[config.mk]
export PLATFORM = sky130hd
export DESIGN_NAME = fetch_unit_flat
export DESIGN_NICKNAME = d
export VERILOG_FILES = /design/src/rtl/core_pkg.sv /design/src/rtl/fetch_unit_if.sv /design/src/rtl/fetch_queue.sv /design/src/rtl/fetch_unit.sv /design/src/flat_wrapper.sv
export SDC_FILE = /design/constraint.sdc
export NUM_CORES = 1
export LEC_CHECK = 0
export BUFFER_PORTS_ARGS = -buffer_cell sky130_fd_sc_hd__buf_2
export CAP_MARGIN = 25
export CORE_MARGIN = 2
export CORE_UTILIZATION = 56
export CTS_BUF_LIST = sky130_fd_sc_hd__clkbuf_4 sky130_fd_sc_hd__clkbuf_8
export CTS_CLUSTER_SIZE = 20
export DETAILED_ROUTE_END_ITERATION = 10
export GPL_ROUTABILITY_DRIVEN = 0
export PLACE_DENSITY = 0.81
export SYNTH_ARGS = -nofsm -noshare
export SYNTH_HDL_FRONTEND = slang
export SYNTH_HIERARCHICAL = 1
export SYNTH_SLANG_ARGS = --single-unit
[constraint.sdc]
create_clock -name clk -period 5.5 [get_ports clk]
set_input_delay 0.55 -clock clk [delete_from_list [all_inputs] [get_ports clk]]
set_output_delay 0.55 -clock clk [all_outputs]
set_load 0.005 [all_outputs]
[src/rtl/core_pkg.sv]
// Shared core definitions: data width, default reset PC and the fetch queue entry.
package core_pkg;

  localparam int unsigned XLEN = 32;

  localparam logic [XLEN-1:0] RESET_PC_DEFAULT = 32'h0000_0000;

  // One buffered instruction: its PC, the returned word, and whether the word has arrived
  typedef struct packed {
    logic [XLEN-1:0] pc;
    logic [XLEN-1:0] data;
    logic            filled;
  } q_entry_t;

endpackage

[src/rtl/fetch_unit_if.sv]
// Instruction memory bus: req/gnt request channel plus in-order rvalid/rdata responses.
interface fetch_unit_if;

  logic                      req;
  logic [core_pkg::XLEN-1:0] addr;
  logic                      gnt;
  logic                      rvalid;
  logic [core_pkg::XLEN-1:0] rdata;

  modport master (output req, addr, input gnt, rvalid, rdata);
  modport slave  (input req, addr, output gnt, rvalid, rdata);

endinterface

[src/rtl/fetch_queue.sv]
// In-order ring buffer of fetch entries: allocate at tail, fill oldest unfilled, pop head, flush.
module fetch_queue
  import core_pkg::*;
#(
  parameter int unsigned DEPTH = 2,
  localparam int unsigned PW = $clog2(DEPTH),
  localparam int unsigned CW = $clog2(DEPTH + 1)
) (
  input  logic            clk,
  input  logic            rst,
  input  logic            flush,
  input  logic            alloc,
  input  logic [XLEN-1:0] alloc_pc,
  input  logic            fill,
  input  logic [XLEN-1:0] fill_data,
  input  logic            pop,
  output q_entry_t        head,
  output logic [CW-1:0]   count,
  output logic [CW-1:0]   unfilled_count
);

  q_entry_t        mem_q [DEPTH];
  q_entry_t        mem_d [DEPTH];
  logic [PW-1:0]   head_q, head_d;
  logic [PW-1:0]   tail_q, tail_d;
  logic [PW-1:0]   fill_q, fill_d;
  logic [CW-1:0]   count_q, count_d;
  logic [CW-1:0]   unf_q, unf_d;

  // Next-state for storage and pointers; fills always land in order, so one fill pointer suffices
  always_comb begin
    mem_d   = mem_q;
    head_d  = head_q;
    tail_d  = tail_q;
    fill_d  = fill_q;
    count_d = count_q;
    unf_d   = unf_q;
    if (flush) begin
      head_d  = '0;
      tail_d  = '0;
      fill_d  = '0;
      count_d = '0;
      unf_d   = '0;
    end else begin
      if (alloc) begin
        mem_d[tail_q] = '{pc: alloc_pc, data: '0, filled: 1'b0};
        tail_d        = tail_q + PW'(1);
      end
      if (fill) begin
        mem_d[fill_q].data   = fill_data;
        mem_d[fill_q].filled = 1'b1;
        fill_d               = fill_q + PW'(1);
      end
      if (pop) begin
        head_d = head_q + PW'(1);
      end
      count_d = count_q + CW'(alloc) - CW'(pop);
      unf_d   = unf_q + CW'(alloc) - CW'(fill);
    end
  end

  // State registers
  always_ff @(posedge clk) begin
    if (rst) begin
      for (int i = 0; i < int'(DEPTH); i++) mem_q[i] <= '0;
      head_q  <= '0;
      tail_q  <= '0;
      fill_q  <= '0;
      count_q <= '0;
      unf_q   <= '0;
    end else begin
      mem_q   <= mem_d;
      head_q  <= head_d;
      tail_q  <= tail_d;
      fill_q  <= fill_d;
      count_q <= count_d;
      unf_q   <= unf_d;
    end
  end

  assign head           = mem_q[head_q];
  assign count          = count_q;
  assign unfilled_count = unf_q;

endmodule

[src/rtl/fetch_unit.sv]
// Instruction fetch front end: sequential requests, in-order buffering, redirect with stale-drop.
// Optional FETCH_PERF_EN adds perf_retired / perf_starve counters.
module fetch_unit
  import core_pkg::*;
#(
  parameter logic [XLEN-1:0] RESET_PC    = RESET_PC_DEFAULT,
  parameter int unsigned     QUEUE_DEPTH = 2
) (
  input  logic            clk,
  input  logic            rst,
  input  logic            halt,
  input  logic            redirect_valid,
  input  logic [XLEN-1:0] redirect_pc,
  fetch_unit_if.master    imem,
  output logic            inst_valid,
  output logic [XLEN-1:0] inst_pc,
  output logic [XLEN-1:0] inst,
  input  logic            inst_ready
`ifdef FETCH_PERF_EN
  ,
  output logic [31:0]     perf_retired,
  output logic [31:0]     perf_starve
`endif
);

  localparam int unsigned CW = $clog2(QUEUE_DEPTH + 1);

  logic [XLEN-1:0] fetch_pc_q, fetch_pc_d;
  logic [CW-1:0]   drop_q, drop_d;
  logic [CW-1:0]   q_count, q_unf;
  logic [CW:0]     in_use;
  q_entry_t        head;
  logic            req_c, accept, outstanding, rsp, fill, pop;

  fetch_queue #(.DEPTH(QUEUE_DEPTH)) u_queue (
    .clk            (clk),
    .rst            (rst),
    .flush          (redirect_valid),
    .alloc          (accept),
    .alloc_pc       (fetch_pc_q),
    .fill           (fill),
    .fill_data      (imem.rdata),
    .pop            (pop),
    .head           (head),
    .count          (q_count),
    .unfilled_count (q_unf)
  );

  // Request/response qualification; slots held by stale in-flight words still count as in use
  always_comb begin
    in_use      = {1'b0, q_count} + {1'b0, drop_q};
    req_c       = !rst && !halt && !redirect_valid && (in_use < (CW + 1)'(QUEUE_DEPTH));
    accept      = req_c && imem.gnt;
    outstanding = (drop_q != '0) || (q_unf != '0);
    rsp         = imem.rvalid && outstanding;
    fill        = rsp && (drop_q == '0) && !redirect_valid;
    inst_valid  = !rst && (q_count != '0) && head.filled;
    pop         = inst_valid && inst_ready && !redirect_valid;
    inst_pc     = rst ? '0 : head.pc;
    inst        = rst ? '0 : head.data;
  end

  assign imem.req  = req_c;
  assign imem.addr = fetch_pc_q;

  // Fetch PC and stale-response counter; a response in the redirect cycle is treated as stale
  always_comb begin
    fetch_pc_d = fetch_pc_q;
    drop_d     = drop_q;
    if (redirect_valid) begin
      fetch_pc_d = {redirect_pc[XLEN-1:2], 2'b00};
      drop_d     = drop_q + q_unf - CW'(rsp);
    end else begin
      if (accept) fetch_pc_d = fetch_pc_q + 32'd4;
      if (rsp && (drop_q != '0)) drop_d = drop_q - CW'(1);
    end
  end

  // Fetch state registers
  always_ff @(posedge clk) begin
    if (rst) begin
      fetch_pc_q <= RESET_PC;
      drop_q     <= '0;
    end else begin
      fetch_pc_q <= fetch_pc_d;
      drop_q     <= drop_d;
    end
  end

`ifdef FETCH_PERF_EN
  logic [31:0] retired_q, retired_d, starve_q, starve_d;

  // Count delivered instructions and cycles where decode waited on an empty front end
  always_comb begin
    retired_d = retired_q + 32'(pop);
    starve_d  = starve_q + 32'(inst_ready && !inst_valid);
  end

  // Perf counter registers
  always_ff @(posedge clk) begin
    if (rst) begin
      retired_q <= '0;
      starve_q  <= '0;
    end else begin
      retired_q <= retired_d;
      starve_q  <= starve_d;
    end
  end

  assign perf_retired = retired_q;
  assign perf_starve  = starve_q;
`endif

  a_rvalid_outstanding : assert property (@(posedge clk) disable iff (rst) imem.rvalid |-> outstanding);

endmodule
[src/flat_wrapper.sv]
// flat-port wrapper written by rule: the top's interface ports become plain ports
module fetch_unit_flat import core_pkg::*;
#(
  parameter logic [XLEN-1:0] RESET_PC    = RESET_PC_DEFAULT,
  parameter int unsigned     QUEUE_DEPTH = 2
)
  (clk, rst, halt, redirect_valid, redirect_pc, inst_valid, inst_pc, inst, inst_ready, imem_req, imem_addr, imem_gnt, imem_rvalid, imem_rdata);
  fetch_unit_if imem_i ();
  input  logic clk;
  input  logic rst;
  input  logic halt;
  input  logic redirect_valid;
  input  logic [XLEN-1:0] redirect_pc;
  output logic inst_valid;
  output logic [XLEN-1:0] inst_pc;
  output logic [XLEN-1:0] inst;
  input  logic inst_ready;
  output wire logic [$bits(imem_i.req)-1:0] imem_req;
  output wire logic [$bits(imem_i.addr)-1:0] imem_addr;
  input wire logic [$bits(imem_i.gnt)-1:0] imem_gnt;
  input wire logic [$bits(imem_i.rvalid)-1:0] imem_rvalid;
  input wire logic [$bits(imem_i.rdata)-1:0] imem_rdata;
  assign imem_req = imem_i.req;
  assign imem_addr = imem_i.addr;
  assign imem_i.gnt = imem_gnt;
  assign imem_i.rvalid = imem_rvalid;
  assign imem_i.rdata = imem_rdata;
  fetch_unit #(.RESET_PC(RESET_PC), .QUEUE_DEPTH(QUEUE_DEPTH)) u_core (.clk(clk), .rst(rst), .halt(halt), .redirect_valid(redirect_valid), .redirect_pc(redirect_pc), .imem(imem_i), .inst_valid(inst_valid), .inst_pc(inst_pc), .inst(inst), .inst_ready(inst_ready));
endmodule
* After elaboration in Yosys (flattened, before gate mapping)
Cells that the tools add are included.
Storage, ports and cells: register bits after elaboration 171, input bits 71, word-level logic and storage cells 81
Cells by class: $add $sub $neg 12, $lt $le $gt $ge 6, multiplexer cells 21, bitwise logic cells 3, reduce and logical (&&, ||, !) cells 25
Operator list (count):
- $bwmux 130 | 3
- $mux 130 | 3
- $mux 65 | 4
- $demux 65 s1 | 3
- $mux 32 | 4
- $mux 33 | 1
- $add 32x3->32 const B | 1
- $logic_and 1x1->1 | 14
- $reduce_bool 2->1 | 5
- $ge 2x2->1 const B | 3
- $not 1->2 | 3
- $sub 2x1->2 | 3
- $add 2x1->2 | 2
- $lt 2x1->1 const B | 2
- $mux 2 | 2
- $add 1x1->1 const B | 3
- $add 2x2->3 | 1
- $logic_not 1->1 | 3
- $lt 3x2->1 const B | 1
- $add 2x2->2 | 1
- $logic_not 2->1 | 1
- $reduce_or 2->1 | 1
- $sub 2x1->2 const B | 1
- $logic_or 1x1->1 | 1
- $mux 1 | 1

* Depth between registers and ports, before layout
Gate-level depths: netlist (run 1).
depth in word-level cells 11, mapped depth 11

* Modules after synthesis
The synthesis (run 1) kept the hierarchy.
By module, submodules not included:
- fetch_queue | instances 1, cells an instance 677, area an instance 5691.7 um^2, sequential area each 2742.6 um^2
- fetch_unit | instances 1, cells an instance 333, area an instance 2607.5 um^2, sequential area each 640.6 um^2

* Worst setup path after synthesis (run 1)
No wires, ideal clock.
path type reg2reg, start point reg u_core.u_queue.count_q[0] (netlist: u_core/u_queue/count[0]), end point reg with a tool-made name, data arrival time 2.418 ns, required time 5.368 ns, setup slack 2.950 ns, cell stages (with the launch flop) 12, clock period less this slack 2.550 ns, cell sequence dfxtp_1 and2_1 fa_1 nor4b_4 nand2_2 inv_2 buf_4 or3b_1 buf_2 buf_6 nand2_1 a21oi_1
RTL lines:
- start, declared | RTL line fetch_queue.sv:27 | logic [CW-1:0] count_q, count_d;
- start signal, assigned | RTL line fetch_queue.sv:76 | count_q <= count_d;

* Final worst setup path (run 1)
start point reg u_core.u_queue.count_q[0] (netlist: u_core/u_queue/count[0]), end point reg u_core/u_queue/mem_q[66] (netlist name)
On the way: word-level cells in the longest chain between the ends 9
Ends and longest elaborated chain:
- $add 2x2->3 * | RTL line fetch_unit.sv:51 | in_use = {1'b0, q_count} + {1'b0, drop_q};
- $lt 3x2->1 * | RTL line fetch_unit.sv:52 | req_c = !rst && !halt && !redirect_valid && (in_use < (CW + 1)'(QUEUE_DEPTH));
- $logic_and 1x1->1 * | RTL line fetch_unit.sv:52
- $logic_and 1x1->1 * | RTL line fetch_unit.sv:53 | accept = req_c && imem.gnt;
- $mux 130 * | RTL line fetch_queue.sv:45 | if (alloc) begin
- $mux 130 * | RTL line fetch_queue.sv:38 | if (flush) begin
- $bwmux 130 | RTL line fetch_queue.sv:50 | mem_d[fill_q].data = fill_data;
- $bwmux 130 | RTL line fetch_queue.sv:51 | mem_d[fill_q].filled = 1'b1;
- $mux 130 * | RTL line fetch_queue.sv:49 | if (fill) begin
- end signal, assigned | RTL line fetch_queue.sv:72 | mem_q <= mem_d;
- end, declared | RTL line fetch_queue.sv:22 | q_entry_t mem_q [DEPTH];
Every way passes the cells marked *; elsewhere a longest branch is shown, timed or not. The select of a mux whose other input is x is not followed. A chain may end at the register's enable or synchronous reset.

==> out/metrics.cfg, run 1 <==
[yosys]
yosys.area_share.simple=0.264
synthAdderAreaFrac=0.0145
synthCells=1010
synthesis.area_mm2=0.00830
synth_compound_area_frac=0.139
synth_seq_area_share=0.408
ys_async_sr_fraction=0
synth_area_leaders=dfxtp_1 (41%), nand2_1 (13%), mux2_2 (8.8%)
synth-main-ff-cell=dfxtp_1
avgSynthCellArea_um2=8.22
synth.yosys.warnings=6
synth_xor_area_frac=0.0211
synth_top_area_frac=0.408
synth-seq-cells=169
synth_cell_types=66
synth-edff-count=0
synth_top_family_by_area=simple AND/OR/NAND/NOR gates
synth_top_area_cell=dfxtp_1
synthMuxAreaShare=0.0947

[setup_path]
r2r_setup_slack_ps=1900
r2r_cells=10
start_kind=flip-flop
worst_ep_arrival_time_ps=3960
crit_path_end_kind=flip-flop
r2r_end=u_core/u_queue/mem_q[66]
worstSetupPathType=flip-flop to flip-flop
crit_required_ps=5850
startpoint=u_core/u_queue/count[0]
r2r-start=u_core/u_queue/count[0]
path_max_fanout=32

[detailed_routing]
antenna_left=0
via_per_inst=5.58
wl_per_cell_um=15.8
wl_mm=21.1
vias=7475
drt_iter0_markers=583
drtPass1Iterations=5
drcViolationCount=0

[finish]
area_delta_synth_final_pct=14.9
final_util=0.659
drive_gt1_frac=0.268
final_common_cell=nand2_1
nets=1221
final_cell_mix=nand2_1 (282), dfxtp_1 (168), buf_2 (163), a21oi_1 (142)
postLayoutCellArea_mm2=0.00954

[run_status]
outcome=finished clean

[sta]
final_hold_viol_count=0
worst_slew_pin_slew_ps=827
fin_hold_ws_ps=324
max_slew_margin=0.449
timing.fmax_mhz=277
setup_tns_ps=0
finalCritPeriodShare=0.655
min_period_ps=3600
finClkSkew_ps=7.85
rsz0062_at_grt=no
maxSlewViolCount=0
setup_viol=0

[placement]
dp_hpwl_mm=13.7
placed_cell_area_mm2=0.00906
port_buffers=164

[power]
p_comb_frac=0.126
p_clk_frac=0.385
peakVddDrop_mv=0.207
leakage_nw=3.80
swShare=0.258
power_switching_w=0.000698
power.internal_w=0.00201
pwr-share-seq=0.489
p_per_area_mw_per_mm2=284

[clocking]
path_clk_slew_ps=90
clk_latency_ps=460
cts_buffers=17
cts_setup_buffers=0
cts_max_path_buffers=2
cts_hold_buf=0
h-tree-depth=4
cts-root-buf=clkbuf_8
cts_num_sinks=169
tritoncts=done
post_cts_resized=0

[min_path]
min_from=redirect_pc[11]
holdCritPathClass=input port to flip-flop
holdPathEnd=u_core/imem.addr[11]
hold_depth=3

[die]
coreArea_mm2=0.0145
die_h_um=126
std_cell_rows=44
die_area_mm2=0.0158
die_w_um=126
ios=169
initial_utilization=0.573

[global_routing]
grt_pass1_wl_mm=34.4
grt_max_degree=72
antenna_found_initial=1
track_usage=0.265
grt_pass1_vias=6946
grt_overflow=0

[flow_run]
drv_cap=0

-- how the worst max path moves through the flow --
| stage | endpoint | slack, ps | cells past startpoint |
|---|---|---|---|
| 2_1_floorplan | flip-flop | 2950 | 11 |
| 3_3_place_gp | u_core/u_queue/mem_q[85] | 1990 | 10 |
| 3_5_place_dp | u_core/u_queue/mem_q[66] | 1970 | 10 |
| 4_1_cts | u_core/u_queue/mem_q[66] | 1930 | 10 |
| 5_1_grt | u_core/u_queue/mem_q[66] | 1760 | 10 |
| 6_report | u_core/u_queue/mem_q[66] | 1900 | 10 |
-- power by group through the flow --
| stage | Combinational, W | Clock [W] | Sequential [W] |
|---|---|---|---|
| 6_report | 0.000341 | 0.00104 | 0.00132 |
| 2_1_floorplan | 0.000245 | 0 | 0.00133 |
| 3_5_place_dp | 0.000336 | 0 | 0.00135 |
| 5_1_grt | 0.000379 | 0.00111 | 0.00133 |
| 3_3_place_gp | 0.000325 | 0 | 0.00135 |
| 4_1_cts | 0.000338 | 0.00105 | 0.00132 |
-- layout make-up --
| type | instances | area (um2) |
|---|---|---|
| sequential | 169 | 3380 |
| timing repair buffer | 179 | 936 |
| antenna | 1 | 2.50 |
| multi-input combinational | 759 | 4450 |
| clock inverter | 13 | 225 |
| clock buffer | 19 | 249 |
| inverter | 15 | 56.3 |
| tap | 184 | 230 |
| fill | 1233 | 4940 |
-- critical path, cell delays in order, from the launching register on --
cell     delay [ps]
dfxtp_1         330
and2_1          160
fa_1            500
nor4b_4         450
nand2_2          90
buf_4           260
inv_2           350
nor3b_4         260
a21o_1          680
buf_4           320
a21oi_1          60
-- stage by stage --
stage          setup WS [ps]  std cells  power, W
2_1_floorplan           2950       1015   0.00158
3_3_place_gp            1990       1306   0.00167
3_5_place_dp            1970       1306   0.00169
4_1_cts                 1930       1338   0.00271
5_1_grt                 1760       1338   0.00281
6_report                1900       1339   0.00270
-- metal layers --
| metal | global-route usage | vias to the layer above | part of all wire |
|---|---|---|---|
| li1 | - | 3658 | - |
| met4 | 0.0821 | 0 | 0.015 |
| met3 | 0.0531 | 27 | 0.075 |
| met2 | 0.421 | 307 | 0.45 |
| met5 | 0 | - | 0 |
| met1 | 0.364 | 3483 | 0.46 |
-- logic make-up after synthesis --
group	count (synthesis)
compound gates	203
xor+xnor	20
fa+ha+maj	9
buf+inv	87
flops	169
mux	70
other cells	1
simple gates	451
-- synthesized netlist by cell type, drive strengths merged, types with 5 or more instances --
library cell    n
xnor2          14
inv            14
dfxtp         169
nor3           15
a31oi          13
xor2            6
and4            5
clkbuf         31
o21ai           8
nand4          13
ha              8
nor4            6
o22ai          11
nand2         284
a21oi         152
mux2           68
and2           11
buf            41
nand3          10
nor2           24
nor2b          65
Power figures use the tool's default switching activity.
==> run 2: changes to the inputs <==
Clock period 5.5 ns to 3.48 ns, I/O delays scaled along.
==> run 2 against run 1 <==
Effect of this change: cell count barely moved; die area unchanged; first-iteration DRC count increased by 6.9%; global-route usage decreased by 0.43 points; hold slack worse by 210 ps; critical path depth is the same; count of clock-buffer cells in the layout is 1 higher; maximum frequency rose by 28%; total power increased by 50%; largest power group unchanged.
==> out/metrics.cfg, run 2 (synthesized netlist as in run 1, its figures left out) <==
[run_status]
outcome=finished clean  ; unchanged

[power]
power.internal_w=0.00293  ; was 0.00201 W
pwr-share-seq=0.516  ; was 0.489
p_per_area_mw_per_mm2=427  ; was 284 mW/mm2
p_comb_frac=0.133  ; was 0.126
finalPower_w=0.00405  ; was 0.00270 W
swShare=0.278  ; was 0.258
power_switching_w=0.00113  ; was 0.000698 W
peakVddDrop_mv=0.237  ; was 0.207 mV
p_clk_frac=0.352  ; was 0.385
leakage_nw=3.77  ; was 3.80 nW

[die]
std_cell_rows=44  ; unchanged
die_h_um=126  ; unchanged
ios=169  ; unchanged
coreArea_mm2=0.0145  ; unchanged
die_area_mm2=0.0158  ; unchanged
die_w_um=126  ; unchanged
initial_utilization=0.573  ; unchanged

[finish]
postLayoutCellArea_mm2=0.00949  ; was 0.00954 mm2
final_cell_mix=nand2_1 (282), dfxtp_1 (168), buf_2 (163), a21oi_1 (142)  ; unchanged
antenna_cells=0  ; was 1
final_util=0.655  ; was 0.659
final_common_cell=nand2_1  ; unchanged
area_delta_synth_final_pct=14.3  ; was 14.9%
drive_gt1_frac=0.269  ; was 0.268
nets=1223  ; was 1221

[clocking]
cts_hold_buf=0  ; unchanged
path_clk_slew_ps=90  ; about the same
cts-root-buf=clkbuf_8  ; unchanged
cts_num_sinks=169  ; unchanged
cts_setup_buffers=0  ; unchanged
h-tree-depth=4  ; unchanged
clk_latency_ps=460  ; about the same
cts_buffers=17  ; unchanged
tritoncts=done  ; unchanged
post_cts_resized=0  ; unchanged
cts_max_path_buffers=2  ; unchanged

[detailed_routing]
vias=7465  ; was 7475
drcViolationCount=0  ; unchanged
via_per_inst=5.57  ; was 5.58
drt_iter0_markers=623  ; was 583
drtPass1Iterations=7  ; was 5
wl_per_cell_um=15.5  ; was 15.8 um
wl_mm=20.8  ; was 21.1 mm
antenna_left=0  ; unchanged

[setup_path]
slowest_delay_ps=550  ; was 680 ps
crit_required_ps=3790  ; was 5850 ps
crit_path_end_kind=flip-flop  ; unchanged
worst_ep_arrival_time_ps=3120  ; was 3960 ps
start_kind=flip-flop  ; unchanged
path_max_fanout=23  ; was 32
r2r_setup_slack_ps=670  ; was 1900 ps
worstSetupPathType=flip-flop to flip-flop  ; unchanged
critPathMostFrequentCell=buf_4  ; unchanged
cp_slowest_cell=or3b_1  ; was a21o_1
path_cells=and2_1 > fa_1 > nor4b_4 > buf_4 > nand2_2 > inv_2 > or3b_1 > buf_4 > nand2_1 > a21oi_1  ; was and2_1 > fa_1 > nor4b_4 > nand2_2 > buf_4 > inv_2 > nor3b_4 > a21o_1 > buf_4 > a21oi_1
r2r_cells=10  ; unchanged
r2r-start=u_core/u_queue/count[0]  ; unchanged

[sta]
worst_slew_pin_slew_ps=943  ; was 827 ps
setup_slack_ps=671  ; was 1900 ps
setup_tns_ps=0  ; unchanged
max_slew_margin=0.372  ; was 0.449
rsz0062_at_grt=no  ; unchanged
timing.fmax_mhz=356  ; was 277 MHz
finalCritPeriodShare=0.807  ; was 0.655
setup_viol=0  ; unchanged
final_hold_viol_count=0  ; unchanged
finClkSkew_ps=11.4  ; was 7.85 ps
min_period_ps=2810  ; was 3600 ps
maxSlewViolCount=0  ; unchanged

[placement]
post-place-ws_ps=696  ; was 1970 ps
placed_cell_area_mm2=0.00908  ; was 0.00906 mm2
port_buffers=164  ; unchanged
dp_hpwl_mm=13.4  ; was 13.7 mm

[min_path]
holdPathEnd=u_core/imem.addr[2]  ; was u_core/imem.addr[11]
hold_depth=2  ; was 3
min_from=redirect_pc[2]  ; was redirect_pc[11]
holdCritPathClass=input port to flip-flop  ; unchanged

[flow_run]
drv_cap=0  ; unchanged

[global_routing]
antenna_found_initial=0  ; was 1
grt_overflow=0  ; unchanged
grt_pass1_wl_mm=33.8  ; was 34.4 mm
grt_pass1_vias=6767  ; was 6946
track_usage=0.260  ; was 0.265
grt_max_degree=72  ; unchanged

## run 2: cell types whose count changed in the layout (fill, tap and decap cells not counted), sizes merged
cell      delta
clkinv       -1
clkinvlp     +1
inv          +3
clkbuf       +1
buf          +2
bufinv       -4
diode        -1
## run 2: worst max path at each step
stage | slack (ps) | startpoint | end | cells after the start
6_report | 670 | u_core/u_queue/count[0] | flip-flop | 10
3_5_place_dp | 700 | u_core/u_queue/count[0] | flip-flop | 10
3_3_place_gp | 730 | u_core/u_queue/count[0] | flip-flop | 10
2_1_floorplan | 930 | u_core/u_queue/count[0] | flip-flop | 11
4_1_cts | 680 | u_core/u_queue/count[0] | flip-flop | 10
5_1_grt | 520 | u_core/drop_q[0] | flip-flop | 10
## run 2: power by group through the flow
stage | sequential [W] | combinational [W] | clock (W)
2_1_floorplan | 0.00211 | 0.000387 | 0
3_3_place_gp | 0.00213 | 0.000514 | 0
3_5_place_dp | 0.00213 | 0.000527 | 0
4_1_cts | 0.00209 | 0.000536 | 0.00144
5_1_grt | 0.00210 | 0.000595 | 0.00154
6_report | 0.00209 | 0.000538 | 0.00143
## run 2: area by class of cell
| type | instances | area [um2] |
|---|---|---|
| clock buffers | 20 | 269 |
| clock inverters | 12 | 141 |
| inverters | 15 | 56.3 |
| flip-flops and latches | 169 | 3380 |
| multi-input cells | 759 | 4450 |
| well taps | 184 | 230 |
| repair buffers | 181 | 951 |
| fillers | 1239 | 4990 |
## run 2: layer usage
| layer | track usage | wire length [um] |
|---|---|---|
| met5 | 0 | 0 |
| met1 | 0.363 | 9310 |
| met4 | 0.0866 | 320 |
| met2 | 0.402 | 9550 |
| met3 | 0.0595 | 1650 |
## run 2: per-stage QoR
step,cells,hold WS (ps)
floorplan,1015,430
global placement,1308,438
detailed placement,1308,444
CTS,1340,103
global route,1340,106
finish,1340,116
## run 2: critical path, delay by kind of cell, from the launching register on
family	cells	cell delay (ps)
and+or+nand+nor	5	1130
buffers and inverters	3	620
adders and majority gates	1	500
DFF	1	330
AOI/OAI and AO/OA	1	60
==> run 3: changes to the inputs <==
Clock period 3.48 ns to 2.9 ns, I/O delays scaled along.
==> run 3 against run 2 <==
Effect of this change: total power up 18%; critical path depth is 2 lower; cell area is 0.37% higher; maximum frequency rose by 7.8%; clock power up 13%; register-to-register slack lost 380 ps; die area did not move; critical path type unchanged.
==> out/metrics.cfg, run 3 (synthesized netlist as in run 1, its figures left out) <==
[finish]
nets=1222  ; was 1223
n_fill_cell=1249  ; was 1239
postLayoutCellArea_mm2=0.00952  ; was 0.00949 mm2
final_cell_mix=nand2_1 (282), dfxtp_1 (168), buf_2 (163), a21oi_1 (142)  ; unchanged
drive_gt1_frac=0.268  ; was 0.269
antenna_cells=0  ; unchanged
multi_input_comb_area_mm2=0.00445  ; unchanged
final_common_cell=nand2_1  ; unchanged
area_delta_synth_final_pct=14.7  ; was 14.3%
regArea_mm2=0.00338  ; unchanged
fin_cells=1339  ; was 1340
final_util=0.658  ; was 0.655

[sta]
min_period_ps=2600  ; was 2810 ps
finalCritPeriodShare=0.898  ; was 0.807
setup_tns_ps=0  ; unchanged
rsz0062_at_grt=no  ; unchanged
max_slew_margin=0.389  ; was 0.372
maxSlewViolCount=0  ; unchanged
final_hold_viol_count=0  ; unchanged
worst_slew_pin_slew_ps=917  ; was 943 ps
timing.fmax_mhz=384  ; was 356 MHz
finClkSkew_ps=7.66  ; was 11.4 ps
setup_viol=0  ; unchanged

[min_path]
holdCritPathClass=input port to flip-flop  ; unchanged

[die]
die_w_um=126  ; unchanged
initial_utilization=0.573  ; unchanged
die_h_um=126  ; unchanged
coreArea_mm2=0.0145  ; unchanged
ios=169  ; unchanged
std_cell_rows=44  ; unchanged
die_area_mm2=0.0158  ; unchanged

[power]
leakage_nw=3.79  ; was 3.77 nW
peakVddDrop_mv=0.269  ; was 0.237 mV
finalPower_w=0.00477  ; was 0.00405 W
p_per_area_mw_per_mm2=501  ; was 427 mW/mm2

[clocking]
cts_buffers=17  ; unchanged
clk_latency_ps=450  ; was 460 ps
tritoncts=done  ; unchanged
cts-root-buf=clkbuf_8  ; unchanged
cts_max_path_buffers=2  ; unchanged
cts_num_sinks=169  ; unchanged
path_clk_slew_ps=80  ; was 90 ps
h-tree-depth=4  ; unchanged
cts_hold_buf=0  ; unchanged
post_cts_resized=0  ; unchanged
cts_setup_buffers=0  ; unchanged

[placement]
dp_hpwl_mm=13.1  ; was 13.4 mm
port_buffers=164  ; unchanged
placed_cell_area_mm2=0.00913  ; was 0.00908 mm2
place_inst=1307  ; was 1308

[setup_path]
r2r_setup_slack_ps=300  ; was 670 ps
crit_required_ps=3220  ; was 3790 ps
worst_ep_arrival_time_ps=2920  ; was 3120 ps
crit_path_end_kind=flip-flop  ; unchanged
worstSetupPathType=flip-flop to flip-flop  ; unchanged
start_kind=flip-flop  ; unchanged
path_max_fanout=33  ; was 23

[detailed_routing]
drtPass1Iterations=5  ; was 7
vias=7445  ; was 7465
drt_iter0_markers=575  ; was 623
via_per_inst=5.56  ; was 5.57
antenna_left=0  ; unchanged
wl_per_cell_um=15.4  ; was 15.5 um
drcViolationCount=0  ; unchanged
wl_mm=20.6  ; was 20.8 mm

[global_routing]
grt_overflow=0  ; unchanged
antenna_found_initial=0  ; unchanged
grt_pass1_wl_mm=33.4  ; was 33.8 mm
grt_max_degree=164  ; was 72
grt_pass1_vias=6777  ; was 6767
track_usage=0.257  ; was 0.260

[run_status]
outcome=finished clean  ; unchanged

[flow_run]
drv_cap=0  ; unchanged

==> run 3: changes by cell type in the layout (fill, tap and decap cells not counted), sizes merged <==
cell      change
buf           -1
bufinv        -1
clkbuf        +2
clkinv        +4
clkinvlp      -2
inv           -3
==> run 3: metal layers <==
metal	share of wire	routed length, um	global-route usage
met1	0.46	9430	0.355
met2	0.45	9200	0.400
met5	0	0	0
met3	0.074	1520	0.0493
met4	0.022	463	0.0950
==> run 3: worst max-delay path, cell delays in order (launching register included) <==
cell and delay (ps):
dfxtp_1 330, and2_1 170, fa_1 500, nor4b_4 320, nand2_2 110, inv_2 100, and3b_1 380, a21o_4 470
a21oi_1 90
==> run 3: per-stage QoR <==
stage | hold WS, ps | setup slack, ps
finish | 63.5 | 296
global route | 31.8 | 156
CTS | 37.1 | 294
detailed placement | 443 | 328
global placement | 438 | 351
floorplan | 423 | 350
==> run 3: final timing paths <==
kind | from | cells past startpoint | endpoint
setup / recovery | u_core/u_queue/count[0] | 8 | u_core/u_queue/mem_q[27]
hold / removal | redirect_pc[2] | 2 | u_core/imem.addr[2]
setup reg to reg | u_core/u_queue/count[0] | 8 | u_core/u_queue/mem_q[27]
hold reg to reg | flip-flop | 2 | flip-flop
==> run 3: where the power goes <==
part / total (W) / switching [W] / internal (W)
combinational: 0.000655 / 0.000362 / 0.000293
clock: 0.00161 / 0.000833 / 0.000779
sequential: 0.00251 / 0.000107 / 0.00240
total: 0.00477 / 0.00130 / 0.00347
==> run 3: cell type report <==
type,count,share of cell area
Clock buffer,22,0.0311
Multi-Input combinational cell,759,0.468
Sequential cell,169,0.355
Timing Repair Buffer,180,0.106
Inverter,15,0.00591
Clock inverter,10,0.00986
Tap cell,184,0.0242
